### src/rtl/keypad_input.sv
// keypad_input: scans a 4x4 active-low key matrix, debounces one key per
// frame and buffers key codes for the CPU input port.
// Build option KEYPAD_FIFO_EN: 4-entry key FIFO instead of a single
// holding register.
module keypad_input #(
  parameter int unsigned SCAN_DIV       = 1000,
  parameter int unsigned DEBOUNCE_SCANS = 4
) (
  input  logic       sys_clk,
  input  logic       rst,
  output logic [3:0] rows,
  input  logic [3:0] cols,
  input  logic       read_en,
  output logic [7:0] bus_out,
  output logic       bus_drive,
  output logic       key_valid
);

  localparam int unsigned DIV_W  = $clog2(SCAN_DIV);
  localparam int unsigned CNT_W  = $clog2(DEBOUNCE_SCANS + 1);
  localparam int unsigned CNT_W1 = CNT_W + 1;

  typedef enum logic [1:0] {
    S_IDLE,
    S_PRESS,
    S_HELD,
    S_RELEASE
  } state_t;

  // scanner / frame accumulation
  logic [DIV_W-1:0] r_div_cnt;
  logic [1:0]       r_row_idx;
  logic [3:0]       r_rows;
  logic [1:0]       r_hits;     // low bits seen this frame, saturating at 2
  logic [3:0]       r_code;
  logic             w_sample;
  logic             w_frame_end;
  logic [3:0]       w_col_low;
  logic [2:0]       w_row_hits;
  logic [1:0]       w_row_col;
  logic [2:0]       w_hit_sum;
  logic [1:0]       w_acc_hits;
  logic [3:0]       w_acc_code;
  logic             w_res_key;

  // debounce
  state_t           r_state, w_state_nxt;
  logic [3:0]       r_cand, w_cand_nxt;
  logic [CNT_W-1:0] r_cnt, w_cnt_nxt, w_cnt_sat;
  logic [CNT_W1-1:0] w_cnt_inc;
  logic             w_cnt_done;
  logic             w_push;
  logic [3:0]       w_push_code;

  // buffer / bus
  logic             r_read_en_q;
  logic             r_ovr;
  logic             r_key_valid;
  logic             w_fall;
  logic             w_pop;
  logic             w_accept;
  logic             w_drop;
  logic             w_full;
  logic             w_nonempty;
  logic [3:0]       w_head;

  assign w_sample    = (r_div_cnt == DIV_W'(SCAN_DIV - 1));
  assign w_frame_end = w_sample && (r_row_idx == 2'd3);

  // Row slot timing and per-frame accumulation of low column bits
  always_ff @(posedge sys_clk) begin
    if (rst) begin
      r_div_cnt <= '0;
      r_row_idx <= 2'd0;
      r_rows    <= 4'b1110;
      r_hits    <= 2'd0;
      r_code    <= 4'h0;
    end else if (w_sample) begin
      r_div_cnt <= '0;
      r_row_idx <= r_row_idx + 2'd1;
      r_rows    <= {r_rows[2:0], r_rows[3]};
      if (w_frame_end) begin
        r_hits <= 2'd0;
        r_code <= 4'h0;
      end else begin
        r_hits <= w_acc_hits;
        r_code <= w_acc_code;
      end
    end else begin
      r_div_cnt <= r_div_cnt + DIV_W'(1);
    end
  end

  // Count low columns in the current row and merge with the frame so far
  always_comb begin
    w_col_low  = ~cols;
    w_row_hits = 3'd0;
    w_row_col  = 2'd0;
    for (int c = 0; c < 4; c++) begin
      if (w_col_low[c]) begin
        w_row_hits = w_row_hits + 3'd1;
        w_row_col  = 2'(c);
      end
    end
    w_hit_sum  = 3'(r_hits) + w_row_hits;
    w_acc_hits = (w_hit_sum >= 3'd2) ? 2'd2 : w_hit_sum[1:0];
    w_acc_code = ((r_hits == 2'd0) && (w_row_hits == 3'd1)) ? {r_row_idx, w_row_col} : r_code;
    w_res_key  = (w_acc_hits == 2'd1);
  end

  // Debounce state register
  always_ff @(posedge sys_clk) begin
    if (rst) begin
      r_state <= S_IDLE;
      r_cand  <= 4'h0;
      r_cnt   <= '0;
    end else begin
      r_state <= w_state_nxt;
      r_cand  <= w_cand_nxt;
      r_cnt   <= w_cnt_nxt;
    end
  end

  // Debounce next state, evaluated once per frame end
  always_comb begin
    w_state_nxt = r_state;
    w_cand_nxt  = r_cand;
    w_cnt_nxt   = r_cnt;
    w_push      = 1'b0;
    w_push_code = r_cand;
    w_cnt_inc   = CNT_W1'(r_cnt) + CNT_W1'(1);
    w_cnt_done  = (w_cnt_inc >= CNT_W1'(DEBOUNCE_SCANS));
    w_cnt_sat   = w_cnt_done ? CNT_W'(DEBOUNCE_SCANS) : w_cnt_inc[CNT_W-1:0];
    if (w_frame_end) begin
      case (r_state)
        S_IDLE: begin
          if (w_res_key) begin
            w_cand_nxt = w_acc_code;
            w_cnt_nxt  = CNT_W'(1);
            if (DEBOUNCE_SCANS <= 1) begin
              w_push      = 1'b1;
              w_push_code = w_acc_code;
              w_state_nxt = S_HELD;
            end else begin
              w_state_nxt = S_PRESS;
            end
          end
        end
        S_PRESS: begin
          if (!w_res_key) begin
            w_state_nxt = S_IDLE;
          end else if (w_acc_code == r_cand) begin
            w_cnt_nxt = w_cnt_sat;
            if (w_cnt_done) begin
              w_push      = 1'b1;
              w_state_nxt = S_HELD;
            end
          end else begin
            w_cand_nxt = w_acc_code;
            w_cnt_nxt  = CNT_W'(1);
          end
        end
        S_HELD: begin
          if (!w_res_key) begin
            w_cnt_nxt   = CNT_W'(1);
            w_state_nxt = (DEBOUNCE_SCANS <= 1) ? S_IDLE : S_RELEASE;
          end
        end
        S_RELEASE: begin
          if (!w_res_key) begin
            w_cnt_nxt = w_cnt_sat;
            if (w_cnt_done) w_state_nxt = S_IDLE;
          end else begin
            w_state_nxt = S_HELD;
          end
        end
        default: w_state_nxt = S_IDLE;
      endcase
    end
  end

  // Consume happens on the read_en falling edge; a pop frees room for a push
  assign w_fall   = r_read_en_q && !read_en;
  assign w_pop    = w_fall && w_nonempty;
  assign w_accept = w_push && (!w_full || w_pop);
  assign w_drop   = w_push && !w_accept;

`ifdef KEYPAD_FIFO_EN
  logic [3:0] r_fifo [4];
  logic [1:0] r_wr_ptr;
  logic [1:0] r_rd_ptr;
  logic [2:0] r_count;
  logic [2:0] w_count_nxt;

  assign w_full      = (r_count == 3'd4);
  assign w_nonempty  = (r_count != 3'd0);
  assign w_head      = r_fifo[r_rd_ptr];
  assign w_count_nxt = r_count + 3'(w_accept) - 3'(w_pop);

  // Key FIFO storage and pointers
  always_ff @(posedge sys_clk) begin
    if (rst) begin
      for (int i = 0; i < 4; i++) r_fifo[i] <= 4'h0;
      r_wr_ptr    <= 2'd0;
      r_rd_ptr    <= 2'd0;
      r_count     <= 3'd0;
      r_key_valid <= 1'b0;
    end else begin
      if (w_accept) begin
        r_fifo[r_wr_ptr] <= w_push_code;
        r_wr_ptr         <= r_wr_ptr + 2'd1;
      end
      if (w_pop) r_rd_ptr <= r_rd_ptr + 2'd1;
      r_count     <= w_count_nxt;
      r_key_valid <= (w_count_nxt != 3'd0);
    end
  end
`else
  logic [3:0] r_hold_code;

  assign w_full     = r_key_valid;
  assign w_nonempty = r_key_valid;
  assign w_head     = r_hold_code;

  // Single holding register; a simultaneous pop and push loads the new code
  always_ff @(posedge sys_clk) begin
    if (rst) begin
      r_hold_code <= 4'h0;
      r_key_valid <= 1'b0;
    end else if (w_accept) begin
      r_hold_code <= w_push_code;
      r_key_valid <= 1'b1;
    end else if (w_pop) begin
      r_hold_code <= 4'h0;
      r_key_valid <= 1'b0;
    end
  end
`endif

  // Read-edge history and sticky overrun flag
  always_ff @(posedge sys_clk) begin
    if (rst) begin
      r_read_en_q <= 1'b0;
      r_ovr       <= 1'b0;
    end else begin
      r_read_en_q <= read_en;
      if (w_drop) r_ovr <= 1'b1;
      else if (w_fall) r_ovr <= 1'b0;
    end
  end

  // Zero-latency bus view of the buffer head
  always_comb begin
    bus_out = 8'h00;
    if (read_en) bus_out = {r_key_valid, r_ovr, 2'b00, (w_nonempty ? w_head : 4'h0)};
  end

  assign bus_drive = read_en;
  assign key_valid = r_key_valid;
  assign rows      = r_rows;

endmodule
### config.mk
export PLATFORM = sky130hd
export DESIGN_NAME = keypad_input
export DESIGN_NICKNAME = d
export VERILOG_FILES = /design/src/rtl/keypad_input.sv
export SDC_FILE = /design/constraint.sdc
export NUM_CORES = 1
export LEC_CHECK = 0
export ABC_AREA = 1
export BUFFER_PORTS_ARGS = -buffer_cell sky130_fd_sc_hd__buf_2
export CORE_MARGIN = 5
export CORE_UTILIZATION = 40
export CTS_BUF_LIST = sky130_fd_sc_hd__clkbuf_8
export CTS_CLUSTER_DIAMETER = 150
export DETAILED_ROUTE_END_ITERATION = 10
export PLACE_DENSITY_LB_ADDON = 0.3
export SLEW_MARGIN = 10
export SYNTH_ARGS = -nofsm -noshare
export SYNTH_HDL_FRONTEND = slang
export SYNTH_SLANG_ARGS = --single-unit
### constraint.sdc
create_clock -name sys_clk -period 3.3 [get_ports sys_clk]
set_clock_uncertainty 0.15 [all_clocks]
set_input_delay 0.66 -clock sys_clk [delete_from_list [all_inputs] [get_ports sys_clk]]
set_output_delay 0.66 -clock sys_clk [all_outputs]
set_load 0.005 [all_outputs]
==> results.md, run 1 <==
* CP endpoint kind: register
* Routed Antenna Nets at 0
* Placed Cells at roughly 410
* Drt pass-1 iters at 4
* Final period util at between 90% and 100%
* Post-synth ARST share at 0%
* Crit Path Max Fanout at 4
* Sink Count at 38
* Vias/cell at around 4.7
* Final Util at 47.7%
* FMAX at between 0.3 and 0.4 GHz
* Worst setup path startpoint: cols[1]
* Initial Util at slightly above 40%
* GRT Resource Usage Total at 12.7%
* Remaining Overflow, GRT at 0
* Most used DFF post-synth: dfxtp_1
* Vias in the first global route at 1,805
* Met2 global-route usage at a little over a fifth
* Clk slew on worst S/H paths at about 0.07 ns
* Xor/xnor share of the synthesized area at less than 1%
* Global placer's final weighted congestion at roughly 0.86
* Worst setup SP type: input port
* Pwr Total at 1.02 mW
* HPWL Detailed at about 3400 um
* Area share of fa/ha/maj cells after synthesis at under 10%
* Hold WS at roughly 0.3 ns
* Outcome: complete, no violations
* Crit path DAT at 3.10 ns
* Synth Instances at around 310
* Initial antenna violation count at 0
* Largest family of logic cells by synthesized area: simple AND/OR/NAND/NOR gates
* Row count at 27
* Fill cell count at roughly 560
* DRT iter0 DRCs at a little under 80
* Slowest cell delay on critical path at 0.36 ns
* Total core area at roughly 5400 um2
* First-pass GRT wire length at between 7000 and 8000 um
* P_leak at ~1.2 nW
* Hold Vio Cnt, Final at 0
* Worst r2r path cells at 9
* H-tree level count at 2
* Most common cell type on the critical path: inv_1
* Synth warnings at 0
* Hold Buf Count CTS at 0
* M3 GR Usage at under 10%
* Most common cell in the synthesized netlist: nand2_1
* Die span in y at roughly 84 um
* Mapped cell area at between 2000 and 2500 um2
* DRC Markers at 0
* Peak supply drop at ~0.00021 V
* CTS Buffer Depth at 2
* Post-synthesis compound-gate area fraction at ~8.1%
* Most used routing layer: met2
* Antenna diodes at 0
* Critical-path top delay cell: fa_2
* Top-area cell type share of the netlist area at around a third
* Final nets at 355
* Final WL at around 4300 um
* Layout cells sized above 1 at 24.4%
* CTS tree: done
* Setup bufs post-CTS at 0
* Die ar. at between 7000 and 8000 um2
* Cell Pwr Density at 392 nW/um2
* WS Path Type: input port to register
* CTS root buffer: clkbuf_8
* Resized Gates After CTS at 0
* Chip width at about 84 um
* Synth-to-layout area growth at 17.8%
* Worst path required time at around 3.3 ns
* Final min period at ~3 ns
* Worst hold path class: register to register
* Synth area leaders: dfxtp_1 (35%), nand2_1 (10%), nand3_1 (8.4%), inv_1 (6.8%), nor2_1 (5.1%)
* Sequential share of the synthesized area at about a third
* Final WS setup at approximately 0.23 ns
* Cell Chain, Critical Path: buf_2 -> inv_1 -> ha_4 -> inv_1 -> nand2_1 -> nand2_1 -> ha_1 -> nand2_1 -> nand2_2 -> fa_2 -> inv_1 -> nand3_1 -> a21oi_4 -> nand3_2 -> nand2_1 -> inv_1 -> nor2_4 -> inv_1 -> a21oi_1 -> a21oi_1
* Cell taking the most area after synthesis: dfxtp_1
* Clock latency at the later pin of the worst-skew pair at about 0.28 ns
* RSZ-0062 raised after global routing: false
* R2R Path End: r_hold_code[2]
* DP Worst Slack at -0.236 ns
* Cell variety after synth at 34
* Setup violations, final at 0
* Worst hold stages at 1
* Number of synthesized flops with an enable pin at 0
* Vias post-DR at a little under 2,000
* Worst Setup EP: r_cnt[0]
* Buffers added on ports at 18
* Drt wl/cell at a little over 10 um
* Multiplexer share of the synthesized area at 0%
* Largest net degree at the start of global routing at 17
* Ports at 21
* R2R Setup Slk at about 1.0 ns
* Most common library cells after synthesis: nand2_1 (61), inv_1 (40), dfxtp_1 (38)
* Syn_area_per_cell at a little over 7 um2
* FF+latch count, synth at 38
* Final Non-Filler Cells at ~400
* Final Max Slew Viols at 0
* CTS Buf Count at 5
* Max cap viols at 0
* Simple-Gate Fraction of Synth Area at a little over two fifths
* Met1 Resource Use GR at between 10% and 20%
* Crit Reg-Reg Startpoint: r_div_cnt[0]
==> stage by stage <==
step                setup TNS (ns)  area, um2
floorplan                        0       2210
global placement            -0.801       2450
detailed placement           -1.74       2450
CTS                              0       2560
global route                     0       2590
finish                           0       2590
==> layout make-up <==
cell class,instances,area (um2),share of cell area [%]
flip-flops and latches,38,761,29.3
inverters,45,169,6.51
clock inverters,1,30.0,1.16
clock buffers,6,82.6,3.18
multi-input cells,219,1270,49.1
repair buffers,31,188,7.24
well taps,72,90.1,3.47
==> flip-flops by register name, indices dropped and copies added, names as in the netlist, named ones only <==
name / flops
key_valid: 1
r_cand: 4
r_cnt: 3
r_code: 4
r_div_cnt: 10
r_hits: 2
r_hold_code: 4
r_ovr: 1
r_read_en_q: 1
r_row_idx: 2
r_state: 1
rows: 4
==> where the power goes <==
| part | internal [mW] | switching (mW) | total [mW] |
|---|---|---|---|
| logic | 0.0618 | 0.0936 | 0.155 |
| clock network | 0.242 | 0.155 | 0.397 |
| registers | 0.462 | 0.00235 | 0.464 |
| total | 0.766 | 0.251 | 1.02 |
==> layout by cell type (no fill, tap or decap), types with 3 or more instances in the layout <==
master | netlist | layout
nor2_4 | 2 | 3
o21ai_0 | 7 | 7
nand3_2 | 3 | 4
nand2_1 | 61 | 60
nor3_1 | 6 | 6
nand2_4 | 5 | 5
a21oi_1 | 19 | 18
nand4_1 | 3 | 3
buf_2 | 0 | 18
nor2_1 | 30 | 29
ha_1 | 7 | 6
nand2_2 | 16 | 17
clkbuf_8 | 0 | 6
dfxtp_1 | 38 | 38
buf_4 | 3 | 13
nor2_8 | 3 | 3
inv_2 | 4 | 4
inv_1 | 40 | 40
nand3_1 | 37 | 36
==> logic make-up after synthesis <==
family                     count (synthesis)
DFF                                       38
and+or+nand+nor                          176
adders and majority gates                  8
xor gates and xnor gates                   1
other                                      1
buffers and inverters                     53
AOI/OAI and AO/OA                         32
==> per-layer routing <==
layer	part of all wire, %	vias to the layer above
met5	0	-
met4	0.99	0
met3	3.8	5
met2	46	22
met1	49	864
li1	-	1040
==> worst min-delay path by stage <==
stage,endpoint,slack [ns],start
after floorplan,r_div_cnt[0],0.27,r_div_cnt[0]
after global placement,r_div_cnt[0],0.28,r_div_cnt[0]
after detailed placement,r_div_cnt[0],0.29,r_div_cnt[0]
after CTS,r_div_cnt[0],0.30,r_div_cnt[0]
after global routing,r_div_cnt[0],0.35,r_div_cnt[0]
final,r_div_cnt[0],0.30,r_div_cnt[0]
==> worst max-delay path, delay by kind of cell <==
kind / cells / cell delay, ns
buf+inv: 6 / 0.43
simple gates: 8 / 0.70
compound gates: 3 / 0.40
fa+ha+maj: 3 / 0.92
(Power assumes the default switching activity.)
==> run 2: changes to the inputs <==
- PLACE_DENSITY: not set -> 0.57
- PLACE_DENSITY_LB_ADDON: 0.3 -> not set
==> run 2 against run 1 <==
Global-route usage rose by 1.0 points. Via count fell by 1.9%. Core utilization fell by 0.21 points. Worst hold slack got worse by 0.0012 ns. Cell area fell by 0.43%. Count of clock-buffer cells in the layout fell by 1. Maximum frequency fell by 1.1%. Sequential power barely moved. Critical path type unchanged.
==> results.md, run 2 (synthesis gave the netlist of run 1 again) <==
* CTS tree: done
* Hold Buf Count CTS at 0
* Worst hold path class: register to register
* Final WS setup at ~0.19 ns
* Number of flip-flops under the largest register name at 10
* Cell Int Power at roughly 0.67 mW
* CTS root buffer: clkbuf_8
* Clock latency at the later pin of the worst-skew pair at ~0.29 ns
* Final WL at ~4500 um
* Sequential power share at between 40% and 50%
* Fin area at between 2000 and 3000 um2
* Vias/cell at approximately 4.6
* FMAX at around 0.32 GHz
* Sw Ratio at about 28%
* Crit path DAT at 3.14 ns
* Drt pass-1 iters at 4
* Largest register by flop count: r_div_cnt
* H-tree level count at 2
* CTS Buffer Depth at 2
* GRT Resource Usage Total at roughly 14%
* Final nets at ~360
* Worst setup SP type: input port
* Vias in the first global route at approximately 1,900
* Final period util at between 90% and 100%
* Setup violations, final at 0
* HPWL Detailed at between 3000 and 4000 um
* Final Max Slew Viols at 0
* Chip width at 84.2 um
* Remaining Overflow, GRT at 0
* Clk slew on worst S/H paths at about 0.070 ns
* Routed Antenna Nets at 0
* Total core area at roughly 5400 um2
* CP endpoint kind: register
* Max cap viols at 0
* Peak supply drop at approximately 0.00022 V
* WS Path Type: input port to register
* CTS Buf Count at 5
* Synth-to-layout area growth at 17.3%
* Row count at 27
* Worst path required time at approximately 3.3 ns
* Die span in y at around 84 um
* Most common cell after layout, fill and taps aside: nand2_1
* Power share of the clock group at roughly a third
* Post-DP Area at about 2500 um2
* Ports at 21
* Outcome: complete, no violations
* First-pass GRT wire length at 8050 um
* Crit Path Max Fanout at 4
* Initial Util at approximately two fifths
* Global placer's final weighted congestion at about 0.8
* Sink Count at 38
* Comb power frac at 17.5%
* P_leak at about 1.2 nW
* Layout cells sized above 1 at roughly 25%
* Antenna diodes at 0
* Final min period at 3.11 ns
* Initial antenna violation count at 0
* Vias post-DR at ~1,900
* DP Worst Slack at -0.223 ns
* Most frequent cells in the layout: nand2_1 (60), inv_1 (40), dfxtp_1 (38), nand3_1 (36), nor2_1 (29)
* Hold Vio Cnt, Final at 0
* DRT iter0 DRCs at 50
* Buffers added on ports at 18
* Die ar. at 7090 um2
* DRC Markers at 0
* Largest net degree at the start of global routing at 17
* Cell Pwr Density at roughly 360 nW/um2
* Drt wl/cell at between 10 and 15 um
* P_sw at 0.259 mW
[run 2: critical path, cell delays in order]
cell     delay [ns]
buf_2          0.09
inv_1          0.07
ha_4           0.29
inv_1          0.05
nand2_1        0.07
nand2_1        0.06
ha_1           0.28
nand2_1        0.08
nand2_2        0.08
fa_2           0.37
inv_1          0.06
nand3_1        0.12
a21oi_4        0.20
nand2_2        0.09
nand2_1        0.06
nand2_1        0.06
inv_1          0.07
nor2_2         0.04
buf_4          0.13
o21ai_0        0.13
a21oi_1        0.05
[run 2: power groups by stage]
stage          Sequential, mW  Clock, mW  Combinational [mW]
5_1_grt                 0.464      0.337               0.181
2_1_floorplan           0.474          0               0.111
6_report                0.464      0.302               0.163
3_5_place_dp            0.475          0               0.154
4_1_cts                 0.464      0.320               0.155
3_3_place_gp            0.475          0               0.153
[run 2: cell type report]
type,count,area (um2)
Sequential cell,38,761
Clock buffer,5,68.8
Inverter,45,169
Multi-Input combinational cell,219,1270
Clock inverter,2,11.3
Timing Repair Buffer,34,210
Tap cell,72,90.1
Fill cell,567,2860
[run 2: routing by layer]
layer	wire, um	part of all wire (%)	up-vias	global-route usage [%]
li1	-	-	1046	-
met1	2270	50	830	17.3
met2	2080	46	11	22.9
met3	100	2.2	7	3.43
met4	72	1.6	0	4.97
met5	0	0	-	0
[run 2: stage by stage]
stage	hold WS, ns	power [mW]	TNS, ns	instances	utilization (%)
floorplan	0.268	0.585	0	310	-
global placement	0.282	0.627	-1.22	407	45.3
detailed placement	0.291	0.629	-2.43	407	45.3
CTS	0.302	0.938	0	414	46.7
global route	0.334	0.983	-0.0479	415	47.5
finish	0.298	0.929	0	415	47.5
[run 2: final timing paths]
path,from,end,slack [ns],cells past startpoint
setup / recovery,cols[1],r_cnt[0],0.19,21
hold / removal,r_div_cnt[0],r_div_cnt[0],0.30,1
hold reg to reg,r_div_cnt[0],r_div_cnt[0],0.30,1
setup reg to reg,r_div_cnt[2],r_hold_code[0],1.10,10
[run 2: repair_timing]
item,in CTS,in global routing
endpoints found under the setup margin,0,15
gates resized for setup,0,7
buffers inserted,0,1
